[src/rtl/pkt_builder.sv]
// Packet builder: writes header, payload and CRC8 of one packet through a registered byte port.
// Optional build macro PB_ECC_ERR_INJECT_EN adds header bit-flip injection inputs.
module pkt_builder #(
  parameter int unsigned ADDR_W    = 14,
  parameter int unsigned MEM_DEPTH = 16384,
  parameter logic [2:0]  SOP_MARK  = 3'b111,
  parameter logic [7:0]  CRC_POLY  = 8'h07
) (
  input  logic              clk,
  input  logic              reset,
  input  logic              start,
  input  logic [ADDR_W-1:0] cfg_addr_hdr,
  input  logic [3:0]        cfg_pkt_type,
  input  logic [3:0]        cfg_byte_cnt,
  input  logic              pl_valid,
  input  logic [7:0]        pl_data,
  output logic              pl_ready,
  output logic              mem_we,
  output logic [ADDR_W-1:0] mem_addr,
  output logic [7:0]        mem_wdata,
  output logic              busy,
  output logic              irq,
`ifdef PB_ECC_ERR_INJECT_EN
  input  logic [1:0]        inj_en,
  input  logic [3:0]        inj_bit0,
  input  logic [3:0]        inj_bit1,
`endif
  output logic              cfg_err
);

  typedef enum logic [2:0] {
    StIdle,
    StHdrLo,
    StHdrHi,
    StData,
    StCrc,
    StDone
  } state_e;

  localparam logic [ADDR_W:0] LastAddr = (ADDR_W+1)'(MEM_DEPTH - 1);

  function automatic logic [7:0] crc8_step(input logic [7:0] crc, input logic [7:0] data);
    logic [7:0] c;
    c = crc ^ data;
    for (int i = 0; i < 8; i++) begin
      c = c[7] ? ((c << 1) ^ CRC_POLY) : (c << 1);
    end
    return c;
  endfunction

  // Hamming-style check nibble plus overall parity over {type, count}.
  function automatic logic [15:0] hdr_calc(input logic [3:0] pkt_type,
                                           input logic [3:0] byte_cnt);
    logic [7:0] d;
    logic [3:0] e;
    d    = {pkt_type, byte_cnt};
    e[0] = d[0] ^ d[1] ^ d[3] ^ d[4] ^ d[6];
    e[1] = d[0] ^ d[2] ^ d[3] ^ d[5] ^ d[6];
    e[2] = d[1] ^ d[2] ^ d[3] ^ d[7];
    e[3] = d[4] ^ d[5] ^ d[6] ^ d[7];
    return {SOP_MARK, ^d, d, e};
  endfunction

  state_e              state_q, state_d;
  logic [ADDR_W-1:0]   addr_q, addr_d;
  logic [3:0]          bc_q, bc_d;
  logic [3:0]          cnt_q, cnt_d;
  logic [15:0]         hdr_q, hdr_d;
  logic [7:0]          crc_q, crc_d;
  logic                mem_we_q, mem_we_d;
  logic [ADDR_W-1:0]   mem_addr_q, mem_addr_d;
  logic [7:0]          mem_wdata_q, mem_wdata_d;
  logic                busy_q, busy_d;
  logic                irq_q, irq_d;
  logic                cfg_err_q, cfg_err_d;

  logic [ADDR_W:0]     end_addr;
  logic                range_bad;
  logic [11:0]         inj_mask;

  // Last byte address computed one bit wider so wrap-around cannot hide an overflow.
  assign end_addr  = {1'b0, cfg_addr_hdr} + (ADDR_W+1)'(cfg_byte_cnt) + (ADDR_W+1)'(3);
  assign range_bad = end_addr > LastAddr;

`ifdef PB_ECC_ERR_INJECT_EN
  always_comb begin
    inj_mask = '0;
    for (int i = 0; i < 12; i++) begin
      if ((inj_en == 2'b01 || inj_en == 2'b10) && inj_bit0 == 4'(i)) inj_mask[i] = 1'b1;
      if (inj_en == 2'b10 && inj_bit1 == 4'(i)) inj_mask[i] = 1'b1;
    end
  end
`else
  assign inj_mask = '0;
`endif

  always_comb begin
    state_d     = state_q;
    addr_d      = addr_q;
    bc_d        = bc_q;
    cnt_d       = cnt_q;
    hdr_d       = hdr_q;
    crc_d       = crc_q;
    mem_we_d    = 1'b0;
    mem_addr_d  = mem_addr_q;
    mem_wdata_d = mem_wdata_q;
    busy_d      = busy_q;
    irq_d       = 1'b0;
    cfg_err_d   = 1'b0;
    pl_ready    = (state_q == StData);

    unique case (state_q)
      StIdle: begin
        if (start) begin
          if (range_bad) begin
            cfg_err_d = 1'b1;
          end else begin
            addr_d  = cfg_addr_hdr;
            bc_d    = cfg_byte_cnt;
            cnt_d   = 4'd0;
            hdr_d   = hdr_calc(cfg_pkt_type, cfg_byte_cnt) ^ {4'b0, inj_mask};
            crc_d   = 8'h00;
            busy_d  = 1'b1;
            state_d = StHdrLo;
          end
        end
      end
      StHdrLo: begin
        mem_we_d    = 1'b1;
        mem_addr_d  = addr_q;
        mem_wdata_d = hdr_q[7:0];
        addr_d      = addr_q + ADDR_W'(1);
        state_d     = StHdrHi;
      end
      StHdrHi: begin
        mem_we_d    = 1'b1;
        mem_addr_d  = addr_q;
        mem_wdata_d = hdr_q[15:8];
        addr_d      = addr_q + ADDR_W'(1);
        state_d     = StData;
      end
      StData: begin
        if (pl_valid) begin
          mem_we_d    = 1'b1;
          mem_addr_d  = addr_q;
          mem_wdata_d = pl_data;
          addr_d      = addr_q + ADDR_W'(1);
          crc_d       = crc8_step(crc_q, pl_data);
          cnt_d       = cnt_q + 4'd1;
          if (cnt_q == bc_q) state_d = StCrc;
        end
      end
      StCrc: begin
        mem_we_d    = 1'b1;
        mem_addr_d  = addr_q;
        mem_wdata_d = crc_q;
        irq_d       = 1'b1;
        state_d     = StDone;
      end
      StDone: begin
        busy_d  = 1'b0;
        state_d = StIdle;
      end
      default: state_d = StIdle;
    endcase
  end

  always_ff @(posedge clk) begin
    if (reset) begin
      state_q     <= StIdle;
      addr_q      <= '0;
      bc_q        <= '0;
      cnt_q       <= '0;
      hdr_q       <= '0;
      crc_q       <= '0;
      mem_we_q    <= 1'b0;
      mem_addr_q  <= '0;
      mem_wdata_q <= '0;
      busy_q      <= 1'b0;
      irq_q       <= 1'b0;
      cfg_err_q   <= 1'b0;
    end else begin
      state_q     <= state_d;
      addr_q      <= addr_d;
      bc_q        <= bc_d;
      cnt_q       <= cnt_d;
      hdr_q       <= hdr_d;
      crc_q       <= crc_d;
      mem_we_q    <= mem_we_d;
      mem_addr_q  <= mem_addr_d;
      mem_wdata_q <= mem_wdata_d;
      busy_q      <= busy_d;
      irq_q       <= irq_d;
      cfg_err_q   <= cfg_err_d;
    end
  end

  assign mem_we    = mem_we_q;
  assign mem_addr  = mem_addr_q;
  assign mem_wdata = mem_wdata_q;
  assign busy      = busy_q;
  assign irq       = irq_q;
  assign cfg_err   = cfg_err_q;

endmodule

[config.mk]
export PLATFORM = sky130hd
export DESIGN_NAME = pkt_builder
export DESIGN_NICKNAME = d
export VERILOG_FILES = /design/src/rtl/pkt_builder.sv
export SDC_FILE = /design/constraint.sdc
export NUM_CORES = 1
export LEC_CHECK = 0
export BUFFER_PORTS_ARGS = -buffer_cell sky130_fd_sc_hd__buf_2
export CORE_MARGIN = 2
export CORE_UTILIZATION = 45
export CTS_CLUSTER_DIAMETER = 200
export DETAILED_ROUTE_END_ITERATION = 8
export PLACE_DENSITY_LB_ADDON = 0.1
export REMOVE_ABC_BUFFERS = 1
export SLEW_MARGIN = 20
export SYNTH_ARGS = -nofsm -noshare
export SYNTH_HDL_FRONTEND = slang
export SYNTH_SLANG_ARGS = --single-unit
[constraint.sdc]
create_clock -name clk -period 2.3 [get_ports clk]
set_input_delay 0.115 -clock clk [delete_from_list [all_inputs] [get_ports clk]]
set_output_delay 0.115 -clock clk [all_outputs]
set_load 0.005 [all_outputs]
==> flow_summary.yaml, run 1 <==
power_and_ir_drop:
  power_switching_uw: 2060
  p_leak_uw: 0.00179
  power_frac_comb_pct: 44.9
  swShare_pct: 42.3
  ir_drop_mv: 0.402
  internal_power_uw: 2810
  power_frac_seq_pct: 36.6
  p_clk_share_pct: 18.5
  cellPowerDensity_nw_per_um2: 1100
cells_and_area:
  drive_above_1_share_pct: 20.5
  fill_cells: 837
  n_antenna_cell: 0
  syn_to_final_growth_pct: 15.8
  fin_util_pct: 53.8
  nets: 567
cts:
  hold_buffers: 0
  numCtsBuffers: 9
  worstSkewPairLatency_ns: 0.35
  clockBufferDepth: 2
  cts_num_sinks: 69
  post_cts_buffers: 0
  cts_root_buffer: "clkbuf_8"
  h-tree-depth: 3
  ctsResizeCount: 0
  clk_pin_slew_worst_paths_ns: 0.08
  cts_tree: "built"
worst_setup_path:
  reg2reg_slack_ns: 0.24
  critPathRequiredTime_ns: 2.53
  crit-reg2reg-launch: "state_q[1]"
  r2r_cells: 6
  cp-start-kind: "flip-flop"
  cp_max_fo: 17
  critPathCaptureType: "flip-flop"
  worst-setup-path-type: "flip-flop to flip-flop"
  worstPathArrival_ns: 2.30
  r2r_end: "hdr_q[3]"
global_route:
  grt_antenna_before_repair: 0
  met1_usage_pct: 28.9
  grt_pass1_wl_um: 15500
  grt_max_degree: 37
  use_met2_pct: 35.6
  top_usage_layer: "met2"
  grt.overflow.total: 0
  gr-usage-all-layers_pct: 22.1
  use_met3_pct: 3.60
  grt_pass1_vias: 3126
min_path:
  hold_depth: 3
  worstHoldStart: "cfg_pkt_type[1]"
  min_to: "hdr_q[9]"
  hold_path.class: "input pin to flip-flop"
placement:
  gp_congestion: 0.830
  post-dp-hpwl_um: 6990
  io_buffers: 60
routing:
  ant_nets: 0
  wl_per_cell_um: 14.9
  drt_pass1_iterations: 5
  drt_wl_total_um: 9430
  viasPerCell: 5.47
  drc_errors: 0
  first_iter_violations: 162
  vias: 3462
floorplan:
  core_um2: 8220
  die-area_um2: 9240
  rows: 33
  die_h_um: 96.1
  start_util_pct: 46.5
  die-width_um: 96.1
  pin_count: 61
logic_synthesis:
  ys_top_cells_by_area: "dfxtp_1, xnor2_1, nand2_1"
  synth-edff-count: 0
  synthDistinctLibCells: 54
  synth_largest_area_cell: "dfxtp_1"
  ys_async_sr_fraction_pct: 0
  ys_ff_latch: 69
  ys_warn_count: 0
  avgSynthCellArea_um2: 8.21
  synth_flop_cell: "dfxtp_1"
  yosysSeqAreaShare_pct: 36.2
  syn_area_um2: 3820
  synth_top_area_share_pct: 36.2
  synth_cells: 465
sta:
  hold_viol_final: 0
  whs_ns: 0.0394
  grt_setup_unrepaired: "no"
  setup_viol: 0
  maxSlewHeadroom_pct: 57.1
  skew_ns: 0.00910
  fmax_mhz: 484
  worst_pin_slew_ns: 0.642
  period_needed_ns: 2.06
  slew_viol_final: 0
  fin_crit_sh_pct: 89.7
status:
  status: "completed"
flow_run:
  cap_violations: 0
-- power by group through the flow --
stage / registers (uW) / clock network, uW / logic, uW
6_report: 1780 / 901 / 2190
5_1_grt: 1830 / 974 / 2500
3_3_place_gp: 1800 / 0 / 2150
4_1_cts: 1780 / 929 / 2200
3_5_place_dp: 1800 / 0 / 2200
2_1_floorplan: 1780 / 0 / 1440
-- registers in the layout, indices dropped and copies added (netlist names) --
| signal | flops |
|---|---|
| addr_q | 14 |
| state_q | 3 |
| crc_q | 8 |
| mem_addr | 14 |
| cnt_q | 4 |
| mem_we | 1 |
| bc_q | 3 |
| mem_wdata | 8 |
| busy | 1 |
| hdr_q | 11 |
| cfg_err | 1 |
| irq | 1 |
-- through the flow --
| stage | cells | TNS, ns | cell area [um^2] | power (uW) | setup slack, ns |
|---|---|---|---|---|---|
| 2_1_floorplan | 436 | 0 | 3670 | 3220 | 0.0113 |
| 3_3_place_gp | 617 | 0 | 4240 | 3960 | 0.0852 |
| 3_5_place_dp | 617 | -0.00399 | 4240 | 4000 | -0.00399 |
| 4_1_cts | 633 | 0 | 4410 | 4910 | 0.255 |
| 5_1_grt | 633 | 0 | 4420 | 5310 | 0.0186 |
| 6_report | 633 | 0 | 4420 | 4880 | 0.236 |
-- cell usage after synthesis, types with 2 or more instances --
| cell type | number |
|---|---|
| o32ai_1 | 4 |
| xor2_1 | 11 |
| a221oi_1 | 5 |
| and4_1 | 2 |
| inv_1 | 9 |
| nand2b_1 | 7 |
| or3_1 | 4 |
| nor3b_1 | 2 |
| a22o_1 | 2 |
| xnor2_1 | 29 |
| a21oi_1 | 42 |
| mux2_2 | 3 |
| a21o_1 | 2 |
| dfxtp_1 | 69 |
| o21a_1 | 3 |
| nor3_1 | 7 |
| clkbuf_1 | 14 |
| and3_1 | 6 |
| nand3b_1 | 2 |
| o21ai_2 | 3 |
| ha_1 | 10 |
| a21oi_2 | 2 |
| nor2_1 | 49 |
| buf_6 | 3 |
| a211oi_1 | 12 |
| nand3_1 | 14 |
| mux2i_1 | 16 |
| a31oi_1 | 6 |
| o21ai_0 | 15 |
| and2_1 | 4 |
| o31ai_1 | 2 |
| nor2b_1 | 5 |
| buf_2 | 10 |
| nand4_1 | 4 |
| nor4_1 | 2 |
| nand2_1 | 59 |
| a22oi_1 | 7 |
| o22ai_1 | 3 |
-- critical path, stage by stage (launching register included) --
cell     delay [ns]
dfxtp_1        0.46
buf_4          0.23
nor3_2         0.28
nand2_1        0.15
a21oi_4        0.50
mux2i_1        0.27
nor2_1         0.05
-- layout make-up --
type	count	area (um^2)	area share (%)
clock buffers	10	138	3.11
repair buffers	76	433	9.79
well taps	105	131	2.97
inverters	9	33.8	0.764
clock inverters	6	38.8	0.877
flip-flops and latches	69	1380	31.2
multi-input cells	358	2270	51.2
-- worst max-delay path by stage --
stage | slack, ns | endpoint | depth (start not counted) | from
after floorplan | 0.01 | addr_q[7] | 4 | state_q[0]
after global placement | 0.09 | hdr_q[3] | 8 | cfg_addr_hdr[2]
after detailed placement | -0.004 | hdr_q[3] | 8 | cfg_addr_hdr[2]
after CTS | 0.26 | hdr_q[3] | 6 | state_q[1]
after global routing | 0.02 | hdr_q[3] | 6 | state_q[1]
final | 0.24 | hdr_q[3] | 6 | state_q[1]
-- metal layers --
| metal | vias up | part of all wire [%] |
|---|---|---|
| met1 | 1632 | 48 |
| met2 | 66 | 47 |
| li1 | 1750 | - |
| met3 | 14 | 3.8 |
| met4 | 0 | 2.1 |
| met5 | - | 0 |
-- layout by cell type (no fill, tap or decap), types with 11 or more instances in the layout --
cell / count
nor2_1: 49
buf_4: 15
xor2_1: 11
xnor2_1: 29
mux2i_1: 16
buf_2: 60
nand3_1: 14
o21ai_0: 15
dfxtp_1: 69
a21oi_1: 42
a211oi_1: 12
nand2_1: 59
-- kinds of logic after synthesis --
group | count (synthesis) | synth area share (%)
AO/OA/AOI/OAI | 115 | 19.8
XOR/XNOR | 41 | 9.60
adder cells (fa/ha/maj) | 10 | 3.28
buffers and inverters | 38 | 4.75
flip-flops | 69 | 36.2
multiplexers | 19 | 5.08
AND/OR/NAND/NOR | 173 | 21.3
(Power assumes the default switching activity.)
==> inputs of run 2 (changes only) <==
--- a/config.mk
+++ b/config.mk
@@ -11,7 +11,9 @@
 export CTS_CLUSTER_DIAMETER = 200
 export DETAILED_ROUTE_END_ITERATION = 8
 export PLACE_DENSITY_LB_ADDON = 0.1
+export RECOVER_POWER = 50
 export REMOVE_ABC_BUFFERS = 1
+export SETUP_SLACK_MARGIN = 0.4
 export SLEW_MARGIN = 20
 export SYNTH_ARGS = -nofsm -noshare
 export SYNTH_HDL_FRONTEND = slang
==> flow_summary.yaml, run 2 (same netlist as run 1, synthesis figures left out) <==
status:
  status: "completed"
power_and_ir_drop:
  cellPowerDensity_nw_per_um2: 1110
  power_switching_uw: 2090
  internal_power_uw: 2840
  total_power_uw: 4920
  power_frac_comb_pct: 45.3
  power_frac_seq_pct: 36.5
  p_clk_share_pct: 18.3
  swShare_pct: 42.4
  ir_drop_mv: 0.409
  p_leak_uw: 0.00171
routing:
  routed-wl-met2_um: 4390
  top_layer: "met4"
  viasPerCell: 5.48
  ant_nets: 0
  wl_per_cell_um: 15.0
  vias: 3477
  first_iter_violations: 170
  drt_pass1_iterations: 5
  wl_met3_um: 418
  wl_met1_um: 4510
  drc_errors: 0
  drt_wl_total_um: 9510
floorplan:
  start_util_pct: 46.5
  die_h_um: 96.1
  die-area_um2: 9240
  rows: 33
  pin_count: 61
  die-width_um: 96.1
  core_um2: 8220
sta:
  worst_pin_slew_ns: 0.635
  skew_ns: 0.00919
  fin_crit_sh_pct: 81.1
  setup_viol: 0
  maxSlewHeadroom_pct: 57.6
  whs_ns: 0.0384
  grt_setup_unrepaired: "yes"
  period_needed_ns: 1.87
  slew_viol_final: 0
  hold_viol_final: 0
  fmax_mhz: 536
cells_and_area:
  layout_commonest_cell: "dfxtp_1"
  final_cell_mix: "dfxtp_1, nand2_1, nor2_1, a21oi_1, buf_2"
  syn_to_final_growth_pct: 16.0
  nets: 569
  drive_above_1_share_pct: 17.4
  n_antenna_cell: 0
global_route:
  grt_antenna_before_repair: 0
  grt_pass1_wl_um: 15600
  gr-usage-all-layers_pct: 22.1
  grt.overflow.total: 0
  grt_max_degree: 37
  grt_pass1_vias: 3137
placement:
  post-dp-hpwl_um: 6990
  io_buffers: 60
  gp_congestion: 0.830
min_path:
  hold_path.class: "input pin to flip-flop"
cts:
  cts_root_buffer: "clkbuf_8"
  cts_tree: "built"
  numCtsBuffers: 9
  hold_buffers: 0
  worstSkewPairLatency_ns: 0.35
  clockBufferDepth: 2
  clk_pin_slew_worst_paths_ns: 0.08
  cts_num_sinks: 69
  h-tree-depth: 3
worst_setup_path:
  path_delay_family: "compound AO/OA/AOI/OAI gates"
  cp_max_fo: 12
  reg2reg_slack_ns: 0.43
  critPathCaptureType: "flip-flop"
  crit_slowest_cell: "dfxtp_1"
  worst-setup-path-type: "flip-flop to flip-flop"
  critPathRequiredTime_ns: 2.55
  worstPathArrival_ns: 2.12
  cp-start-kind: "flip-flop"
  path_buf_inv: 0
  critPathMaxStageDelay_ns: 0.45
  worstPathCellList: "or3b_1, a21o_1, a31o_2, nor2b_1, a22o_1"
flow_run:
  cap_violations: 0
run 2: cell types whose count changed in the layout (fill, tap and decap cells not counted), sizes merged:
cell | previous run | this run
clkbuf | 10 | 32
buf | 76 | 56
run 2: layout make-up:
cell class	instances	area, um^2
Fill cell	848	3790
Multi-Input combinational cell	358	2270
Sequential cell	69	1390
Timing Repair Buffer	78	433
Clock buffer	10	138
Tap cell	105	131
Clock inverter	6	38.8
Inverter	9	33.8
run 2: per-layer routing:
metal	track usage, %	up-vias
li1	-	1752
met1	29.0	1613
met2	35.8	98
met3	3.60	14
met4	9.64	0
met5	0	-
run 2: power by group through the flow:
stage | logic (uW) | clock network [uW] | registers (uW)
after floorplan | 1440 | 0 | 1780
after global placement | 2150 | 0 | 1800
after detailed placement | 2200 | 0 | 1800
after CTS | 2250 | 929 | 1790
after global routing | 2530 | 976 | 1840
final | 2230 | 898 | 1790
run 2: worst register-to-register path: cells and delay by family, from the launching register on:
family / cells / cell delay, ns
DFF: 1 / 0.45
AOI/OAI and AO/OA: 3 / 0.75
and+or+nand+nor: 2 / 0.57
run 2: worst paths after layout:
path	to	start	depth (start not counted)
worst max-delay path	crc_q[3]	state_q[0]	5
worst min-delay path	hdr_q[9]	cfg_pkt_type[1]	3
worst max register to register	crc_q[3]	state_q[0]	5
worst min register to register	mem_addr[12]	mem_addr[12]	2
run 2: repair_timing:
item | CTS | global route
endpoints found under the setup margin | 16 | 28
endpoints found under the hold margin | 0 | 0
setup buffers | 2 | 0
resized for setup | 3 | 6
run 2: metrics by stage:
| stage | util, % | setup slack (ns) | cell area, um^2 | instances | setup TNS (ns) |
|---|---|---|---|---|---|
| 3_3_place_gp | 51.6 | 0.0852 | 4240 | 617 | 0 |
| 4_1_cts | 54.2 | 0.440 | 4450 | 635 | 0 |
| 2_1_floorplan | - | 0.0113 | 3670 | 436 | 0 |
| 5_1_grt | 53.9 | 0.219 | 4430 | 635 | 0 |
| 6_report | 53.9 | 0.435 | 4430 | 635 | 0 |
| 3_5_place_dp | 51.6 | -0.00399 | 4240 | 617 | -0.00399 |
